===== config.mk =====
export PLATFORM = sky130hd
export DESIGN_NAME = nmea_sentence_tx_flat
export DESIGN_NICKNAME = d
export VERILOG_FILES = /design/src/rtl/nmea_sentence_tx_if.sv /design/src/rtl/nmea_sentence_tx.sv /design/src/flat_wrapper.sv
export SDC_FILE = /design/constraint.sdc
export NUM_CORES = 1
export LEC_CHECK = 0
export ABC_AREA = 1
export ABC_CLOCK_PERIOD_IN_PS = 3000
export CAP_MARGIN = 20
export CORE_AREA = 8 8 108 110
export CTS_CLUSTER_SIZE = 16
export DETAILED_ROUTE_END_ITERATION = 8
export DIE_AREA = 0 0 116 118
export PLACE_DENSITY_LB_ADDON = 0.2
export SYNTH_ARGS = -nofsm -noshare
export SYNTH_HDL_FRONTEND = slang
export SYNTH_SLANG_ARGS = --single-unit
export TNS_END_PERCENT = 30

===== constraint.sdc =====
create_clock -name i_clk -period 3 [get_ports i_clk]
set_input_delay 0.3 -clock i_clk [delete_from_list [all_inputs] [get_ports i_clk]]
set_output_delay 0.3 -clock i_clk [all_outputs]
set_load 0.05 [all_outputs]

===== src/rtl/nmea_sentence_tx_if.sv =====
// Handshake bundle between the NMEA sentence transmitter and its payload source / UART sink.
// The slave modport is the transmitter's view; master is the view of whatever drives it.
interface nmea_sentence_tx_if;
    logic        i_start;
    logic [15:0] i_ti;
    logic [23:0] i_si;
    logic [7:0]  i_data;
    logic        i_data_valid;
    logic        i_data_last;
    logic        o_data_ready;
    logic [7:0]  o_char;
    logic        o_char_valid;
    logic        i_char_ready;
    logic        o_busy;
    logic        o_done;
    logic        o_err;
    logic [7:0]  o_checksum;
    logic [7:0]  o_fieldcnt;

    modport slave (
        input  i_start, i_ti, i_si, i_data, i_data_valid, i_data_last, i_char_ready,
        output o_data_ready, o_char, o_char_valid, o_busy, o_done, o_err, o_checksum, o_fieldcnt
    );

    modport master (
        output i_start, i_ti, i_si, i_data, i_data_valid, i_data_last, i_char_ready,
        input  o_data_ready, o_char, o_char_valid, o_busy, o_done, o_err, o_checksum, o_fieldcnt
    );
endinterface


===== src/rtl/nmea_sentence_tx.sv =====
// Emits one NMEA-0183 sentence "$" TI SI "," data "*" HH CR LF as a valid/ready byte stream,
// accumulating the XOR checksum on the fly and appending it as uppercase hex.
module nmea_sentence_tx #(
    parameter int MAX_DATA = 70
) (
    input  logic               i_clk,
    input  logic               i_rst,
    nmea_sentence_tx_if.slave  bus
);

    localparam int CNT_W = $clog2(MAX_DATA + 1);
    localparam logic [CNT_W-1:0] MAX_CNT = CNT_W'(MAX_DATA);

    localparam logic [3:0] ST_IDLE   = 4'd0;
    localparam logic [3:0] ST_DOLLAR = 4'd1;
    localparam logic [3:0] ST_TI0    = 4'd2;
    localparam logic [3:0] ST_TI1    = 4'd3;
    localparam logic [3:0] ST_SI0    = 4'd4;
    localparam logic [3:0] ST_SI1    = 4'd5;
    localparam logic [3:0] ST_SI2    = 4'd6;
    localparam logic [3:0] ST_COMMA  = 4'd7;
    localparam logic [3:0] ST_DATA   = 4'd8;
    localparam logic [3:0] ST_DROP   = 4'd9;
    localparam logic [3:0] ST_STAR   = 4'd10;
    localparam logic [3:0] ST_HEXH   = 4'd11;
    localparam logic [3:0] ST_HEXL   = 4'd12;
    localparam logic [3:0] ST_CR     = 4'd13;
    localparam logic [3:0] ST_LF     = 4'd14;

    logic [3:0]       state;
    logic [7:0]       char_p0;
    logic             char_vld_p0;
    logic [7:0]       csum;
    logic [7:0]       fieldcnt;
    logic             err;
    logic [CNT_W-1:0] cnt;
    logic             star_loaded;
    logic [15:0]      ti_q;
    logic [23:0]      si_q;

    logic xfer, slot_free, data_ready, accept;

    function automatic logic [7:0] hex_char(input logic [3:0] n);
        if (n < 4'd10) return 8'h30 + {4'h0, n};
        else           return 8'h37 + {4'h0, n};
    endfunction

    function automatic logic [7:0] sat_inc(input logic [7:0] v);
        return (v == 8'hFF) ? v : v + 8'd1;
    endfunction

    function automatic logic is_illegal(input logic [7:0] b);
        return (b == 8'h24) || (b == 8'h2A) || (b == 8'h0D) || (b == 8'h0A);
    endfunction

    assign xfer       = char_vld_p0 && bus.i_char_ready;
    assign slot_free  = !char_vld_p0 || bus.i_char_ready;
    assign data_ready = ((state == ST_DATA) || (state == ST_DROP)) && slot_free;
    assign accept     = data_ready && bus.i_data_valid;

    assign bus.o_data_ready = data_ready;
    assign bus.o_char       = char_p0;
    assign bus.o_char_valid = char_vld_p0;
    assign bus.o_busy       = (state != ST_IDLE);
    assign bus.o_done       = (state == ST_LF) && xfer;
    assign bus.o_err        = err;
    assign bus.o_checksum   = csum;
    assign bus.o_fieldcnt   = fieldcnt;

    // Fixed-character states hold their own char in the output slot and move on when it transfers.
    always_ff @(posedge i_clk or posedge i_rst) begin
        if (i_rst) begin
            state       <= ST_IDLE;
            char_p0     <= 8'h00;
            char_vld_p0 <= 1'b0;
            csum        <= 8'h00;
            fieldcnt    <= 8'h00;
            err         <= 1'b0;
            cnt         <= '0;
            star_loaded <= 1'b0;
            ti_q        <= 16'h0000;
            si_q        <= 24'h000000;
        end else begin
            case (state)
                ST_IDLE: if (bus.i_start) begin
                    ti_q        <= bus.i_ti;
                    si_q        <= bus.i_si;
                    csum        <= 8'h00;
                    err         <= 1'b0;
                    fieldcnt    <= 8'd1;
                    cnt         <= '0;
                    char_p0     <= 8'h24;
                    char_vld_p0 <= 1'b1;
                    state       <= ST_DOLLAR;
                end
                ST_DOLLAR: if (xfer) begin
                    char_p0 <= ti_q[7:0];
                    csum    <= csum ^ ti_q[7:0];
                    state   <= ST_TI0;
                end
                ST_TI0: if (xfer) begin
                    char_p0 <= ti_q[15:8];
                    csum    <= csum ^ ti_q[15:8];
                    state   <= ST_TI1;
                end
                ST_TI1: if (xfer) begin
                    char_p0 <= si_q[7:0];
                    csum    <= csum ^ si_q[7:0];
                    state   <= ST_SI0;
                end
                ST_SI0: if (xfer) begin
                    char_p0 <= si_q[15:8];
                    csum    <= csum ^ si_q[15:8];
                    state   <= ST_SI1;
                end
                ST_SI1: if (xfer) begin
                    char_p0 <= si_q[23:16];
                    csum    <= csum ^ si_q[23:16];
                    state   <= ST_SI2;
                end
                ST_SI2: if (xfer) begin
                    char_p0 <= 8'h2C;
                    csum    <= csum ^ 8'h2C;
                    state   <= ST_COMMA;
                end
                ST_COMMA: if (xfer) begin
                    char_vld_p0 <= 1'b0;
                    state       <= ST_DATA;
                end
                ST_DATA: begin
                    if (xfer) char_vld_p0 <= 1'b0;
                    if (accept) begin
                        if (is_illegal(bus.i_data)) begin
                            err <= 1'b1;
                        end else if (cnt == MAX_CNT) begin
                            err   <= 1'b1;
                            state <= ST_DROP;
                        end else begin
                            char_p0     <= bus.i_data;
                            char_vld_p0 <= 1'b1;
                            csum        <= csum ^ bus.i_data;
                            cnt         <= cnt + 1'b1;
                            if (bus.i_data == 8'h2C) fieldcnt <= sat_inc(fieldcnt);
                        end
                        if (bus.i_data_last) begin
                            state       <= ST_STAR;
                            star_loaded <= 1'b0;
                        end
                    end
                end
                ST_DROP: begin
                    if (xfer) char_vld_p0 <= 1'b0;
                    if (accept && bus.i_data_last) begin
                        state       <= ST_STAR;
                        star_loaded <= 1'b0;
                    end
                end
                // First free slot takes '*'; the '*' transfer then loads the high hex digit.
                ST_STAR: if (slot_free) begin
                    if (!star_loaded) begin
                        char_p0     <= 8'h2A;
                        char_vld_p0 <= 1'b1;
                        star_loaded <= 1'b1;
                    end else begin
                        char_p0 <= hex_char(csum[7:4]);
                        state   <= ST_HEXH;
                    end
                end
                ST_HEXH: if (xfer) begin
                    char_p0 <= hex_char(csum[3:0]);
                    state   <= ST_HEXL;
                end
                ST_HEXL: if (xfer) begin
                    char_p0 <= 8'h0D;
                    state   <= ST_CR;
                end
                ST_CR: if (xfer) begin
                    char_p0 <= 8'h0A;
                    state   <= ST_LF;
                end
                ST_LF: if (xfer) begin
                    char_vld_p0 <= 1'b0;
                    state       <= ST_IDLE;
                end
                default: state <= ST_IDLE;
            endcase
        end
    end

endmodule


===== src/flat_wrapper.sv =====
// flat-port wrapper written by rule: the top's interface ports become plain ports
module nmea_sentence_tx_flat 
#(
    parameter int MAX_DATA = 70
)
  (i_clk, i_rst, bus_i_start, bus_i_ti, bus_i_si, bus_i_data, bus_i_data_valid, bus_i_data_last, bus_i_char_ready, bus_o_data_ready, bus_o_char, bus_o_char_valid, bus_o_busy, bus_o_done, bus_o_err, bus_o_checksum, bus_o_fieldcnt);
  nmea_sentence_tx_if bus_i ();
  input  logic i_clk;
  input  logic i_rst;
  input wire logic [$bits(bus_i.i_start)-1:0] bus_i_start;
  input wire logic [$bits(bus_i.i_ti)-1:0] bus_i_ti;
  input wire logic [$bits(bus_i.i_si)-1:0] bus_i_si;
  input wire logic [$bits(bus_i.i_data)-1:0] bus_i_data;
  input wire logic [$bits(bus_i.i_data_valid)-1:0] bus_i_data_valid;
  input wire logic [$bits(bus_i.i_data_last)-1:0] bus_i_data_last;
  input wire logic [$bits(bus_i.i_char_ready)-1:0] bus_i_char_ready;
  output wire logic [$bits(bus_i.o_data_ready)-1:0] bus_o_data_ready;
  output wire logic [$bits(bus_i.o_char)-1:0] bus_o_char;
  output wire logic [$bits(bus_i.o_char_valid)-1:0] bus_o_char_valid;
  output wire logic [$bits(bus_i.o_busy)-1:0] bus_o_busy;
  output wire logic [$bits(bus_i.o_done)-1:0] bus_o_done;
  output wire logic [$bits(bus_i.o_err)-1:0] bus_o_err;
  output wire logic [$bits(bus_i.o_checksum)-1:0] bus_o_checksum;
  output wire logic [$bits(bus_i.o_fieldcnt)-1:0] bus_o_fieldcnt;
  assign bus_i.i_start = bus_i_start;
  assign bus_i.i_ti = bus_i_ti;
  assign bus_i.i_si = bus_i_si;
  assign bus_i.i_data = bus_i_data;
  assign bus_i.i_data_valid = bus_i_data_valid;
  assign bus_i.i_data_last = bus_i_data_last;
  assign bus_i.i_char_ready = bus_i_char_ready;
  assign bus_o_data_ready = bus_i.o_data_ready;
  assign bus_o_char = bus_i.o_char;
  assign bus_o_char_valid = bus_i.o_char_valid;
  assign bus_o_busy = bus_i.o_busy;
  assign bus_o_done = bus_i.o_done;
  assign bus_o_err = bus_i.o_err;
  assign bus_o_checksum = bus_i.o_checksum;
  assign bus_o_fieldcnt = bus_i.o_fieldcnt;
  nmea_sentence_tx #(.MAX_DATA(MAX_DATA)) u_core (.i_clk(i_clk), .i_rst(i_rst), .bus(bus_i));
endmodule

# After elaboration in Yosys (flattened, before gate mapping)
# Index checks and enable logic that the tools add are counted.
[word_totals]
ff_bits = 78
latchBits = 0
ramBits = 0
romBits = 0
input_bits = 54
out_inout_bits = 29
word_cells = 182
mem_count = 0
[op_classes]
add_sub_neg = 6
multipliers = 0
div_mod_pow = 0
n_lt_le_gt_ge = 2
eq_ne = 46
n_shift = 0
n_mux = 79
n_bitwise = 8
reduce_logical = 30
[op_table]
columns = ["cell", "n"]
rows = [
  ["2-to-1 mux 8 bit", 32],
  ["case mux 8 bit (12 select lines)", 1],
  ["2-to-1 mux 4 bit", 19],
  ["case mux 8 bit (8 select lines)", 1],
  ["case mux 4 bit (15 select lines)", 1],
  ["XOR 8 bit", 6],
  ["adder 6 x 4 -> 7 bit (first input constant)", 4],
  ["== test 4 bit (second input constant)", 7],
  ["2-to-1 mux 7 bit", 4],
  ["inequality test 2 x 1 -> 1 bit (second input constant)", 14],
  ["== test 8 x 6 -> 1 bit (second input constant)", 3],
  ["AND reduction 11 bit", 2],
  ["AND reduction 18 bit", 1],
  ["== test 4 x 3 -> 1 bit (second input constant)", 4],
  ["== test 8 x 4 -> 1 bit (second input constant)", 2],
  ["inequality test 2 bit (second input constant)", 8],
  ["case mux 8 bit (2 select lines)", 1],
  ["2-to-1 mux 1 bit", 15],
  ["AND reduction 15 bit", 1],
  ["case mux 7 bit (2 select lines)", 1],
  ["nonzero test 12 bit", 1],
  ["AND reduction 5 bit", 2],
  ["inequality test 3 bit (second input constant)", 3],
  ["adder 8 x 1 -> 8 bit (second input constant)", 1],
  ["other kinds (25)", 37],
]

# Longest topological paths before layout
# Gate-level depths: netlist of the first run.
[depth]
ltp_word = 8
depth_mapped = 13
depth_no_buf = 12

# Worst setup path before layout of the first run
# OpenSTA, ideal clock, no wires.
[synth_path]
path_kind = "reg2reg"
start = "register u_core.state[1]"
end = "register u_core.ti_q[10]"
setup_ns = 0.117
arrival_ns = 1.889
t_required_ns = 2.883
setup_slack_ns = 0.994
path_stages_with_launch = 10
path_buffers = 3
synth_period_minus_slack_ns = 2.006
path_cell_list = "dfrtp_1 > buf_2 > nor2_1 > buf_2 > nand2_1 > nor2_2 > inv_2 > clkbuf_1 > nand2_1 > nand2_1"
[synth_via]
elab_chain_len = 2
[synth_rtl]
columns = ["element", "line", "text"]
rows = [
  ["from (decl)", "nmea_sentence_tx.sv:30", "logic [3:0] state;"],
  ["from (signal assigned)", "nmea_sentence_tx.sv:73", "state <= ST_IDLE;"],
  ["from (signal assigned)", "nmea_sentence_tx.sv:94", "state <= ST_DOLLAR;"],
  ["from (signal assigned)", "nmea_sentence_tx.sv:99", "state <= ST_TI0;"],
  ["zero test 4 bit", "nmea_sentence_tx.sv:84", "case (state)"],
  ["AND reduction 2 bit (no line)", "--", ""],
  ["to (signal assigned)", "nmea_sentence_tx.sv:86", "ti_q <= bus.i_ti;"],
  ["to (decl)", "nmea_sentence_tx.sv:38", "logic [15:0] ti_q;"],
]
# Every way passes these cells.
# A chain may end at the register's enable or synchronous reset.

# Worst setup path after layout of the first run
[layout_path]
start = "register u_core.state[1]"
end = "output bus_o_done"
[layout_via]
elab_chain_len = 2
[layout_rtl]
columns = ["element", "line", "text"]
rows = [
  ["== test 4 bit", "nmea_sentence_tx.sv:65", "assign bus.o_done = (state == ST_LF) && xfer;"],
  ["logical AND 1 bit", "nmea_sentence_tx.sv:65", ""],
  ["to (decl)", "flat_wrapper.sv:21", "output wire logic [$bits(bus_i.o_done)-1:0] bus_o_done;"],
]
# Every way passes these cells.

==> flow_summary.toml, run 1 <==
[outcome]
run_status = "finished, final reports clean"

[timing]
timing.fmax_ghz = 0.373
setup-violations-final = 0
final_hold_viol_count = 0
post-route-worst-setup-slack_ns = 0.319
final.period_utilization = 0.894
fin_setup_tns_ns = 0
finalClockSkew_ns = 0.0112
report.final.slew_viol_count = 0
finalCriticalPeriod_ns = 2.68
unrepaired_setup_endpoints_after_global_routing = "false"
tightest_slew_ns = 0.622
timing.max_slew.rel_slack = 0.581

[drt]
routed-via-count = 4811
detailroute.wirelength.met2_mm = 6.49
residual_drc_count = 0
drtAntennaViolNets = 0
top_layer_used = "met4"
m1WireLength_mm = 6.51
drt_pre_antenna_iters = 5
drt_iter0_drc = 325
drt-vias-per-instance = 5.13
wl_per_cell_um = 15.0
met3WireLength_um = 899
wirelength_mm = 14.1

[flow_run]
count_of_max_cap_constraint_violations = 0

[grt]
grt_pass1_wl_mm = 23.1
globalRoute.totalOverflow = 0
number_of_global_route_vias_before_repair = 4601
grt_antenna_before_repair = 0
grt_util_all_layers = 0.212
grt_start_max_net_pins = 79

[floorplan]
die-height_um = 118
fp.dieArea_um2 = 13700
floorplan.core_area_um2 = 10000
row_count = 37
floorplan.die.width_um = 116
design.portCount = 83
initial_core_utilization = 0.482

[yosys]
synth.top_cells.by_area = "sky130_fd_sc_hd__dfrtp_1 (40%), sky130_fd_sc_hd__nand2_1 (23%), sky130_fd_sc_hd__nand3_1 (6.5%), sky130_fd_sc_hd__nor2_1 (5.0%), sky130_fd_sc_hd__inv_1 (4.4%)"
synth_edf_count = 0
synth-adder-area-share = 0.0130
synth_top_family_by_area = "simple AND/OR/NAND/NOR gates"
asyncSetResetFlopFracSynth = 1.00
yosys.area_share.xor_xnor = 0.00908
yosysWarnings = 0
synth_largest_area_cell = "sky130_fd_sc_hd__dfrtp_1"
syn-instance-count = 713
syn_area_per_cell_um2 = 6.77
synth_cell_type_count = 38
synth_mux_area_frac = 0
synth_sequential_area_ratio = 0.405
synth_compound_area_frac = 0.0843
synth-simple-area-share = 0.420
syn_nets = 772
ys.flop_type = "sky130_fd_sc_hd__dfrtp_1"
post-synth-top-area-fraction = 0.405
synth_seq_cells = 78
synth.cell_area_um2 = 4820

[clock_tree]
ctsResizeCount = 0
ctsRootBufferMaster = "sky130_fd_sc_hd__clkbuf_8"
clk_pin_slew_ns = 0.09
cts-htree-levels = 3
clk-insertion-delay-late_ns = 0.35
clock_sinks = 78
clockBufferDepth = 2
tritoncts = "done"
post-cts-setup-buffers = 0
tritoncts.num_buffers = 9
cts_hold_repair.buffers = 0

[placement]
dpl_worst_slack_ns = 0.633
placement.io_buffers = 82
place_congestion = 0.885
dp_cells = 921
post-dp-hpwl_mm = 11.0

[finish]
layout.filler_cells = 1001
most-common-layout-cells = "sky130_fd_sc_hd__nand2_1 (290), sky130_fd_sc_hd__clkdlybuf4s50_1 (82), sky130_fd_sc_hd__dfrtp_1 (78)"
utilization = 0.601
area_growth_syn_to_fin_pct = 24.7
nNetsFinal = 855
stdcell_count = 937
drive_above_1_share = 0.0774
leading_cell_type_in_the_layout_fill_and_taps_excluded = "sky130_fd_sc_hd__nand2_1"
antenna_cells = 0

[pwr]
pwr_density_cell_nw_per_um2 = 1020
peak_ir_drop_on_the_vdd_network_uv = 547
p_total_mw = 6.15
total_leakage_power_nw = 2.99

[worst_setup_path]
setup.worst_path.start = "u_core.state[1]$_DFFE_PP0P_"
worstSetupEndpointType = "primary output"
r2r_start = "u_core.state[1]$_DFFE_PP0P_"
worst_path_required_time_ns = 2.70
worst_setup_path_start_kind = "flip-flop"
cp_data_arrival_time_ns = 2.38
worst-path-max-fanout = 8
criticalPathCategory = "flip-flop to primary output"

[hold_path]
hold_path.class = "primary input to asynchronous set/reset pin"
[final timing paths]
kind,to,slack (ns),depth (start not counted)
max reg2reg,u_core.bus.o_checksum[3]$_DFFE_PP0P_,0.73,8
max in group asynchronous,u_core.bus.o_char[1]$_DFFE_PP0P_,2.30,3
min in group i_clk,u_core.si_q[23]$_DFFE_PP0P_,0.47,3
min,u_core.si_q[16]$_DFFE_PP0P_,0.36,3
max,bus_o_done,0.32,5
min reg2reg,u_core.si_q[5]$_DFFE_PP0P_,0.48,2
[state kept, by name, summed over array words and instances (netlist names)]
signal                   count
u_core.bus.o_char_valid      1
u_core.bus.o_err             1
u_core.cnt                   7
u_core.bus.o_fieldcnt        8
u_core.bus.o_char            8
u_core.bus.o_checksum        8
u_core.star_loaded           1
u_core.si_q                 24
u_core.state                 4
u_core.ti_q                 16
[where the power goes]
| part | switching [mW] | internal, mW | leakage, nW | total [mW] |
|---|---|---|---|---|
| Sequential | 0.313 | 1.47 | 0.986 | 1.78 |
| Clock | 0.429 | 0.499 | 0.115 | 0.928 |
| Combinational | 2.35 | 1.09 | 1.89 | 3.44 |
[critical path, cell delays in order (launching register included)]
cell	delay (ns)
sky130_fd_sc_hd__dfrtp_1	0.49
sky130_fd_sc_hd__inv_2	0.11
sky130_fd_sc_hd__nor2_1	0.30
sky130_fd_sc_hd__nand2_1	0.16
sky130_fd_sc_hd__nor2_1	0.14
sky130_fd_sc_hd__clkdlybuf4s50_1	0.82
[cell usage after synthesis (9+ instances only)]
library cell	number
sky130_fd_sc_hd__nand2_1	290
sky130_fd_sc_hd__dfrtp_1	78
sky130_fd_sc_hd__nor2_1	64
sky130_fd_sc_hd__nand3_1	63
sky130_fd_sc_hd__inv_1	57
sky130_fd_sc_hd__o21ai_0	32
sky130_fd_sc_hd__nand4_1	13
sky130_fd_sc_hd__a21oi_1	12
sky130_fd_sc_hd__buf_2	11
sky130_fd_sc_hd__o21ai_1	11
sky130_fd_sc_hd__or2_2	10
sky130_fd_sc_hd__nor3_1	9
[area by class of cell]
type	instances	area [µm²]	share of cell area
Clock buffer	10	138	0.0229
Clock inverter	6	92.6	0.0154
Inverter	62	235	0.0391
Multi-Input combinational cell	556	2540	0.423
Sequential cell	78	1950	0.325
Tap cell	136	170	0.0283
Timing Repair Buffer	89	886	0.147
[per-layer routing]
layer	GRT usage	vias up
li1	-	2435
met1	0.288	2207
met2	0.333	158
met3	0.0400	11
met4	0.0600	0
met5	0	-
[cells by family after synthesis]
kind of cell	count (synthesis)
and+or+nand+nor	474
buffers and inverters	79
DFF	78
AOI/OAI and AO/OA	72
xor gates and xnor gates	5
adders and majority gates	5
[stage by stage]
step	hold WS (ns)	cell area, µm²
3_3_place_gp	0.457	5780
2_1_floorplan	0.417	4820
6_report	0.358	6010
3_5_place_dp	0.460	5780
5_1_grt	0.396	6010
4_1_cts	0.385	6010
No activity file was read; power rests on OpenSTA's default activity.
==> inputs of run 2 (changes only) <==
--- a/config.mk
+++ b/config.mk
@@ -6,12 +6,12 @@
 export NUM_CORES = 1
 export LEC_CHECK = 0
 export ABC_AREA = 1
-export ABC_CLOCK_PERIOD_IN_PS = 3000
 export CAP_MARGIN = 20
 export CORE_AREA = 8 8 108 110
 export CTS_CLUSTER_SIZE = 16
 export DETAILED_ROUTE_END_ITERATION = 8
 export DIE_AREA = 0 0 116 118
+export GPL_ROUTABILITY_DRIVEN = 0
 export PLACE_DENSITY_LB_ADDON = 0.2
 export SYNTH_ARGS = -nofsm -noshare
 export SYNTH_HDL_FRONTEND = slang
==> flow_summary.toml, run 2 (same netlist as run 1, synthesis figures left out) <==
[clock_tree]
cts-htree-levels = 3
tritoncts = "done"
clk-insertion-delay-late_ns = 0.39
post-cts-setup-buffers = 0
tritoncts.num_buffers = 9
clk_pin_slew_ns = 0.10
clock_sinks = 78
cts_hold_repair.buffers = 0
clockBufferDepth = 2
ctsRootBufferMaster = "sky130_fd_sc_hd__clkbuf_8"
ctsResizeCount = 0

[pwr]
total_leakage_power_nw = 2.98
sw_frac_of_total = 0.506
peak_ir_drop_on_the_vdd_network_uv = 430
p_total_mw = 6.13
pwr_density_cell_nw_per_um2 = 1020
seqPwrFrac = 0.292
p_int_mw = 3.03
share_comb_of_total_power = 0.556
power.clock.fraction = 0.152
power.net_switching_mw = 3.10

[floorplan]
floorplan.die.width_um = 116
fp.dieArea_um2 = 13700
row_count = 37
floorplan.core_area_um2 = 10000
initial_core_utilization = 0.482
die-height_um = 118
design.portCount = 83

[finish]
largest-register = "u_core.si_q"
antenna_cells = 0
design_area_um2 = 6000
leading_cell_type_in_the_layout_fill_and_taps_excluded = "sky130_fd_sc_hd__nand2_1"
largest_register_ffs = 24
area_growth_syn_to_fin_pct = 24.3
top_regs = "u_core.si_q: 24 flops, u_core.ti_q: 16 flops"
drive_above_1_share = 0.0751
most-common-layout-cells = "sky130_fd_sc_hd__nand2_1 (290), sky130_fd_sc_hd__clkdlybuf4s50_1 (82), sky130_fd_sc_hd__dfrtp_1 (78)"
nNetsFinal = 853

[drt]
drt-vias-per-instance = 5.23
drt_iter0_drc = 378
drtAntennaViolNets = 0
wirelength_mm = 13.6
drt_pre_antenna_iters = 5
residual_drc_count = 0
wl_per_cell_um = 14.5
routed-via-count = 4886

[grt]
grt_pass1_wl_mm = 22.2
grt_start_max_net_pins = 54
grt_antenna_before_repair = 0
number_of_global_route_vias_before_repair = 4564
grt_util_all_layers = 0.204
globalRoute.totalOverflow = 0

[placement]
placement.io_buffers = 82
dpl_worst_slack_ns = 0.689
post_place_cell_area_um2 = 5770
post-dp-hpwl_mm = 10.5

[timing]
setup-violations-final = 0
hold-worst-slack_ns = 0.295
timing.fmax_ghz = 0.372
post-route-worst-setup-slack_ns = 0.311
tightest_slew_ns = 0.655
unrepaired_setup_endpoints_after_global_routing = "false"
report.final.slew_viol_count = 0
finalCriticalPeriod_ns = 2.69
final.period_utilization = 0.896
fin_setup_tns_ns = 0
timing.max_slew.rel_slack = 0.559
final_hold_viol_count = 0
finalClockSkew_ns = 0.0153

[worst_setup_path]
path_cells = "inv_2 > nor2_1 > nand2_1 > nor2_1 > clkdlybuf4s50_1"
cpMostUsedCell = "sky130_fd_sc_hd__nor2_1"
criticalPathCategory = "flip-flop to primary output"
worst-path-max-fanout = 8
worst_path_required_time_ns = 2.70
critical_path.max_stage_delay_ns = 0.82
worstSetupEndpointType = "primary output"
cp_data_arrival_time_ns = 2.39
critical-path-slowest-cell = "sky130_fd_sc_hd__clkdlybuf4s50_1"
worst_setup_path_start_kind = "flip-flop"
r2r_slack_ns = 0.68

[outcome]
run_status = "finished, final reports clean"

[hold_path]
hold_path.class = "primary input to asynchronous set/reset pin"

[flow_run]
count_of_max_cap_constraint_violations = 0
-- run 2: cell types whose count changed in the layout (fill, tap and decap cells not counted) --
cell,change
sky130_fd_sc_hd__inv_6,+2
sky130_fd_sc_hd__clkbuf_8,-1
sky130_fd_sc_hd__buf_4,-2
sky130_fd_sc_hd__clkinvlp_4,-1
-- run 2: path summary, 6_finish.rpt --
check                                                 start                                    to  cells past startpoint
worst min-delay path                                  i_rst           u_core.si_q[16]$_DFFE_PP0P_                      2
min in group i_clk                             bus_i_ti[12]           u_core.ti_q[12]$_DFFE_PP0P_                      3
worst max register to register  u_core.state[1]$_DFFE_PP0P_  u_core.bus.o_checksum[2]$_DFFE_PP0P_                     11
max in group asynchronous                             i_rst        u_core.star_loaded$_DFFE_PP0P_                      3
worst max-delay path            u_core.state[1]$_DFFE_PP0P_                            bus_o_done                      5
worst min register to register  u_core.si_q[23]$_DFFE_PP0P_           u_core.si_q[23]$_DFFE_PP0P_                      2
-- run 2: power by group through the flow --
stage	clock [mW]	sequential, mW	combinational (mW)
3_3_place_gp	0	1.79	3.28
2_1_floorplan	0	2.07	2.16
4_1_cts	0.939	1.78	3.37
3_5_place_dp	0	1.80	3.36
6_report	0.932	1.79	3.41
5_1_grt	0.994	1.84	3.76
-- run 2: final cells by class --
type,instances,area [µm²]
Clock buffer,9,124
Inverter,62,235
Tap cell,136,170
Fill cell,992,4000
Clock inverter,7,103
Timing Repair Buffer,87,871
Multi-Input combinational cell,556,2540
Sequential cell,78,1950
-- run 2: layer usage --
layer,part of all wire,global-route usage,routed length [µm]
met5,0,0,0
met4,0.023,0.0860,319
met3,0.079,0.0472,1070
met2,0.45,0.302,6070
met1,0.45,0.278,6120
-- run 2: worst max-delay path: cells and delay by family (launching register included) --
family        cells  cell delay, ns
simple gates      3            0.59
buf+inv           2            0.93
flops             1            0.48
-- run 2: metrics by stage --
step / instances / utilization
floorplan: 713 / -
global placement: 919 / 0.577
detailed placement: 919 / 0.577
CTS: 935 / 0.600
global route: 935 / 0.600
finish: 935 / 0.600
==> patch 1, RTL diff (config.mk and constraints of run 1) <==
`MAX_DATA` is set to 70 in 2 places; all go to 140.
--- a/src/rtl/nmea_sentence_tx.sv
+++ b/src/rtl/nmea_sentence_tx.sv
@@ -2,5 +2,5 @@
 // accumulating the XOR checksum on the fly and appending it as uppercase hex.
 module nmea_sentence_tx #(
-    parameter int MAX_DATA = 70
+    parameter int MAX_DATA = 140
 ) (
     input  logic               i_clk,
--- a/src/flat_wrapper.sv
+++ b/src/flat_wrapper.sv
@@ -2,5 +2,5 @@
 module nmea_sentence_tx_flat 
 #(
-    parameter int MAX_DATA = 70
+    parameter int MAX_DATA = 140
 )
   (i_clk, i_rst, bus_i_start, bus_i_ti, bus_i_si, bus_i_data, bus_i_data_valid, bus_i_data_last, bus_i_char_ready, bus_o_data_ready, bus_o_char, bus_o_char_valid, bus_o_busy, bus_o_done, bus_o_err, bus_o_checksum, bus_o_fieldcnt);
Formal check against the unedited RTL: same outputs for any inputs over 4 cycles, from zero or initial values and one cycle with i_rst high; that may be too few to reach the edited logic, so the function may still have changed.
==> patch 1 against run 1 <==
First-iteration DRC count is 11% lower. Total power decreased by 3.7%. Synthesized cell count decreased by 14%. Wire length down 2.0%. Sequential cell count rose by 1. Setup slack better by 0.039 ns. Clock skew down 0.0029 ns. Cell area decreased by 1.2%. Synthesized area shrank 0.60%. Utilization fell by 0.70 points.
==> patch 1: results <==
INSERT INTO impl_metrics (metric_group, metric, value, unit) VALUES
('pwr', 'vdd_ir_drop_max', '0.418', 'mV'),
('pwr', 'leakage', '0.00284', 'uW'),
('routing', 'drt_pre_antenna_iters', '4', ''),
('final_layout', 'largest_registers', 'u_core.si_q (24), u_core.ti_q (16)', ''),
('global_route', 'global_route.usage.total', '20.8', '%'),
('worst_hold_path', 'hp-class', 'primary input to async pin', ''),
('synth', 'yosysSeqAreaShare', '41.2', '%'),
('global_route', 'first_global_vias', '4470', ''),
('synth', 'synth_nets', '674', ''),
('global_route', 'grt_max_degree', '37', ''),
('setup_path', 'critPathMaxFanout', '7', ''),
('synth', 'synth.area.top_cells', 'dfrtp_1 41%, nand2_1 13%, mux2_2 8.2%', ''),
('routing', 'iter_0_drt_violations', '290', ''),
('synth', 'synth.cells.most_frequent', '171 x nand2_1, 79 x dfrtp_1, 70 x nand3_1', ''),
('clock_network', 'cts_resized', '0', ''),
('clock_network', 'worstSkewPairLatency', '0.37', 'ns'),
('routing', 'post_drt_via_cell_ratio', '5.31', ''),
('placement', 'gp_congestion', '0.898', ''),
('synth', 'synthDistinctLibCells', '42', ''),
('outcome', 'outcome', 'finished clean', ''),
('final_layout', 'layout-drive-gt1-share', '13.3', '%'),
('placement', 'hpwl', '11.0', 'mm'),
('routing', 'wire_per_inst', '16.4', 'um'),
('global_route', 'first_pass_grt_wire_length', '22.3', 'mm'),
('sta', 'fin_skew', '0.00831', 'ns'),
('setup_path', 'arrival', '2.34', 'ns');
==> patch 1: cell types whose count changed in the layout (fill, tap and decap cells not counted), moves of 5 or more <==
cell | before | now
nand2_4 | 1 | 6
nand3_1 | 63 | 70
or2_2 | 10 | 4
o21ai_0 | 32 | 24
nand2_1 | 290 | 171
inv_1 | 56 | 51
mux2_2 | 0 | 35
==> patch 1: cells by family after synthesis <==
family                     after synthesis  synth area share, %
muxes                                   35                 8.22
AOI/OAI and AO/OA                       69                 8.69
buffers and inverters                   69                 6.39
and+or+nand+nor                        350                 32.7
adders and majority gates                5                 1.30
xor gates and xnor gates                 8                 1.46
DFF                                     79                 41.2
==> patch 1: metal layers <==
metal / up-vias / GRT usage [%] / wire length (um)
met5: - / 0 / 0
met4: 0 / 7.79 / 278
met3: 23 / 4.62 / 960
met2: 153 / 33.4 / 6450
met1: 2102 / 26.5 / 6090
li1: 2192 / - / -
==> patch 1: through the flow <==
stage	setup slack [ns]	std cells	utilization [%]	cell area (um2)
final	0.357	842	59.4	5940
after global routing	0.267	842	59.4	5940
after CTS	0.333	842	59.4	5940
after detailed placement	0.726	826	57.4	5740
after global placement	0.729	826	57.4	5740
after floorplan	0.677	615	-	4800
==> patch 1: final timing paths <==
| path | from | end | slack (ns) |
|---|---|---|---|
| max in group asynchronous | i_rst | u_core.bus.o_fieldcnt[0] | 1.89 |
| worst min register to register | u_core.bus.o_char[6] | u_core.bus.o_char[6] | 0.49 |
| worst min-delay path | i_rst | u_core.bus.o_fieldcnt[5] | 0.32 |
| worst max register to register | u_core.state[2] | u_core.ti_q[14] | 0.69 |
| worst max-delay path | u_core.state[1] | bus_o_done | 0.36 |
| min in group i_clk | u_core.bus.o_char[6] | u_core.bus.o_char[6] | 0.49 |
==> patch 1: cell type report <==
| class | count | share of cell area, % |
|---|---|---|
| multi-input combinational | 467 | 42.3 |
| sequential | 79 | 33.3 |
| timing repair buffer | 86 | 14.3 |
| inverter | 58 | 3.87 |
| tap | 136 | 2.86 |
| clock buffer | 9 | 2.08 |
| clock inverter | 7 | 1.35 |
==> patch 1: critical path: stages (launching register included) <==
cell and delay, ns:
dfrtp_1 0.45, inv_2 0.13, nor2_1 0.32, nand2_1 0.14
nor2_1 0.12, clkdlybuf4s50_1 0.81
==> patch 1: power by group <==
part / switching [uW] / internal [uW] / total, uW / leakage [uW]
Clock: 455 / 396 / 851 / 0.000102
Combinational: 2090 / 1140 / 3230 / 0.00176
Sequential: 342 / 1500 / 1840 / 0.000974
Total: 2890 / 3030 / 5920 / 0.00284
==> patch 2, RTL diff (flow settings as in run 1) <==
Without the edit above. One comparison of `cnt` changes from == to >=.
--- a/src/rtl/nmea_sentence_tx.sv
+++ b/src/rtl/nmea_sentence_tx.sv
@@ -133,5 +133,5 @@
                         if (is_illegal(bus.i_data)) begin
                             err <= 1'b1;
-                        end else if (cnt == MAX_CNT) begin
+                        end else if (cnt >= MAX_CNT) begin
                             err   <= 1'b1;
                             state <= ST_DROP;
Check against the original RTL: no difference found for any inputs over 4 cycles, from zero or initial values and one cycle with i_rst high; that may be too few to reach the edited logic, so the function may still have changed.
==> patch 2 against run 1 <==
Total power increased by 3.8%. Critical path type unchanged. Worst hold slack worse by 0.022 ns. Sequential cell count unchanged. Sequential power up 4%. Setup slack better by 0.067 ns. Register-to-register slack improved by 0.02 ns. Cell area decreased by 1.2%. Largest power group unchanged. Utilization is 0.73 points lower. Largest cell class unchanged. Synthesized area decreased by 0.86%. Wire length down 5.4%.
==> patch 2: results <==
INSERT INTO impl_metrics (metric_group, metric, value, unit) VALUES
('synth', 'synth_cells', '615', ''),
('pwr', 'power.clock.fraction', '14.5', '%'),
('pwr', 'cell_internal_pwr', '3260', 'uW'),
('final_layout', 'layout.clock_buffers', '9', ''),
('global_route', 'grt_util_met3', '3.80', '%'),
('global_route', 'grt_util_met2', '31.1', '%'),
('synth', 'yosysSeqAreaShare', '40.8', '%'),
('final_layout', 'n_sequential_cell', '78', ''),
('global_route', 'grt_max_degree', '53', ''),
('final_layout', 'layout.cells.non_filler', '839', ''),
('final_layout', 'nNonClkBuffers', '85', ''),
('final_layout', 'area_share_clock_buf_inv', '3.85', '%'),
('routing', 'wire_per_inst', '15.8', 'um'),
('global_route', 'first_global_vias', '4503', ''),
('placement', 'placedCellCount', '823', ''),
('global_route', 'grt_util_met1', '27.7', '%'),
('synth', 'synthDistinctLibCells', '46', ''),
('routing', 'route.met2.wl', '6.13', 'mm'),
('outcome', 'outcome', 'finished clean', ''),
('pwr', 'power.density', '1070', 'nW/um2');
patch 2: cell count changes in the layout (fill, tap and decap cells not counted), sizes merged, moves of 5 or more:
cell and delta:
or2 -6, mux2 +35, a21oi +5, nor2 -7, nand2 -100, o21ai -11
nand3 -16
patch 2: cells by family after synthesis:
family,after synthesis,synth area share (%)
flops,78,40.8
mux,35,8.24
simple gates,337,31.7
compound gates,76,9.29
fa+ha+maj,5,1.31
buf+inv,75,7.04
xor+xnor,9,1.65
patch 2: worst paths after layout:
check	start	to	slack (ns)	cells after the start
setup / recovery	u_core.state[3]	bus_o_data_ready	0.39	5
hold / removal	i_rst	u_core.cnt[1]	0.34	2
setup reg to reg	u_core.state[1]	u_core.bus.o_fieldcnt[5]	0.75	10
hold reg to reg	u_core.bus.o_char[7]	u_core.bus.o_char[7]	0.48	2
max in group asynchronous	i_rst	u_core.ti_q[3]	1.97	3
min in group i_clk	u_core.bus.o_char[7]	u_core.bus.o_char[7]	0.48	2
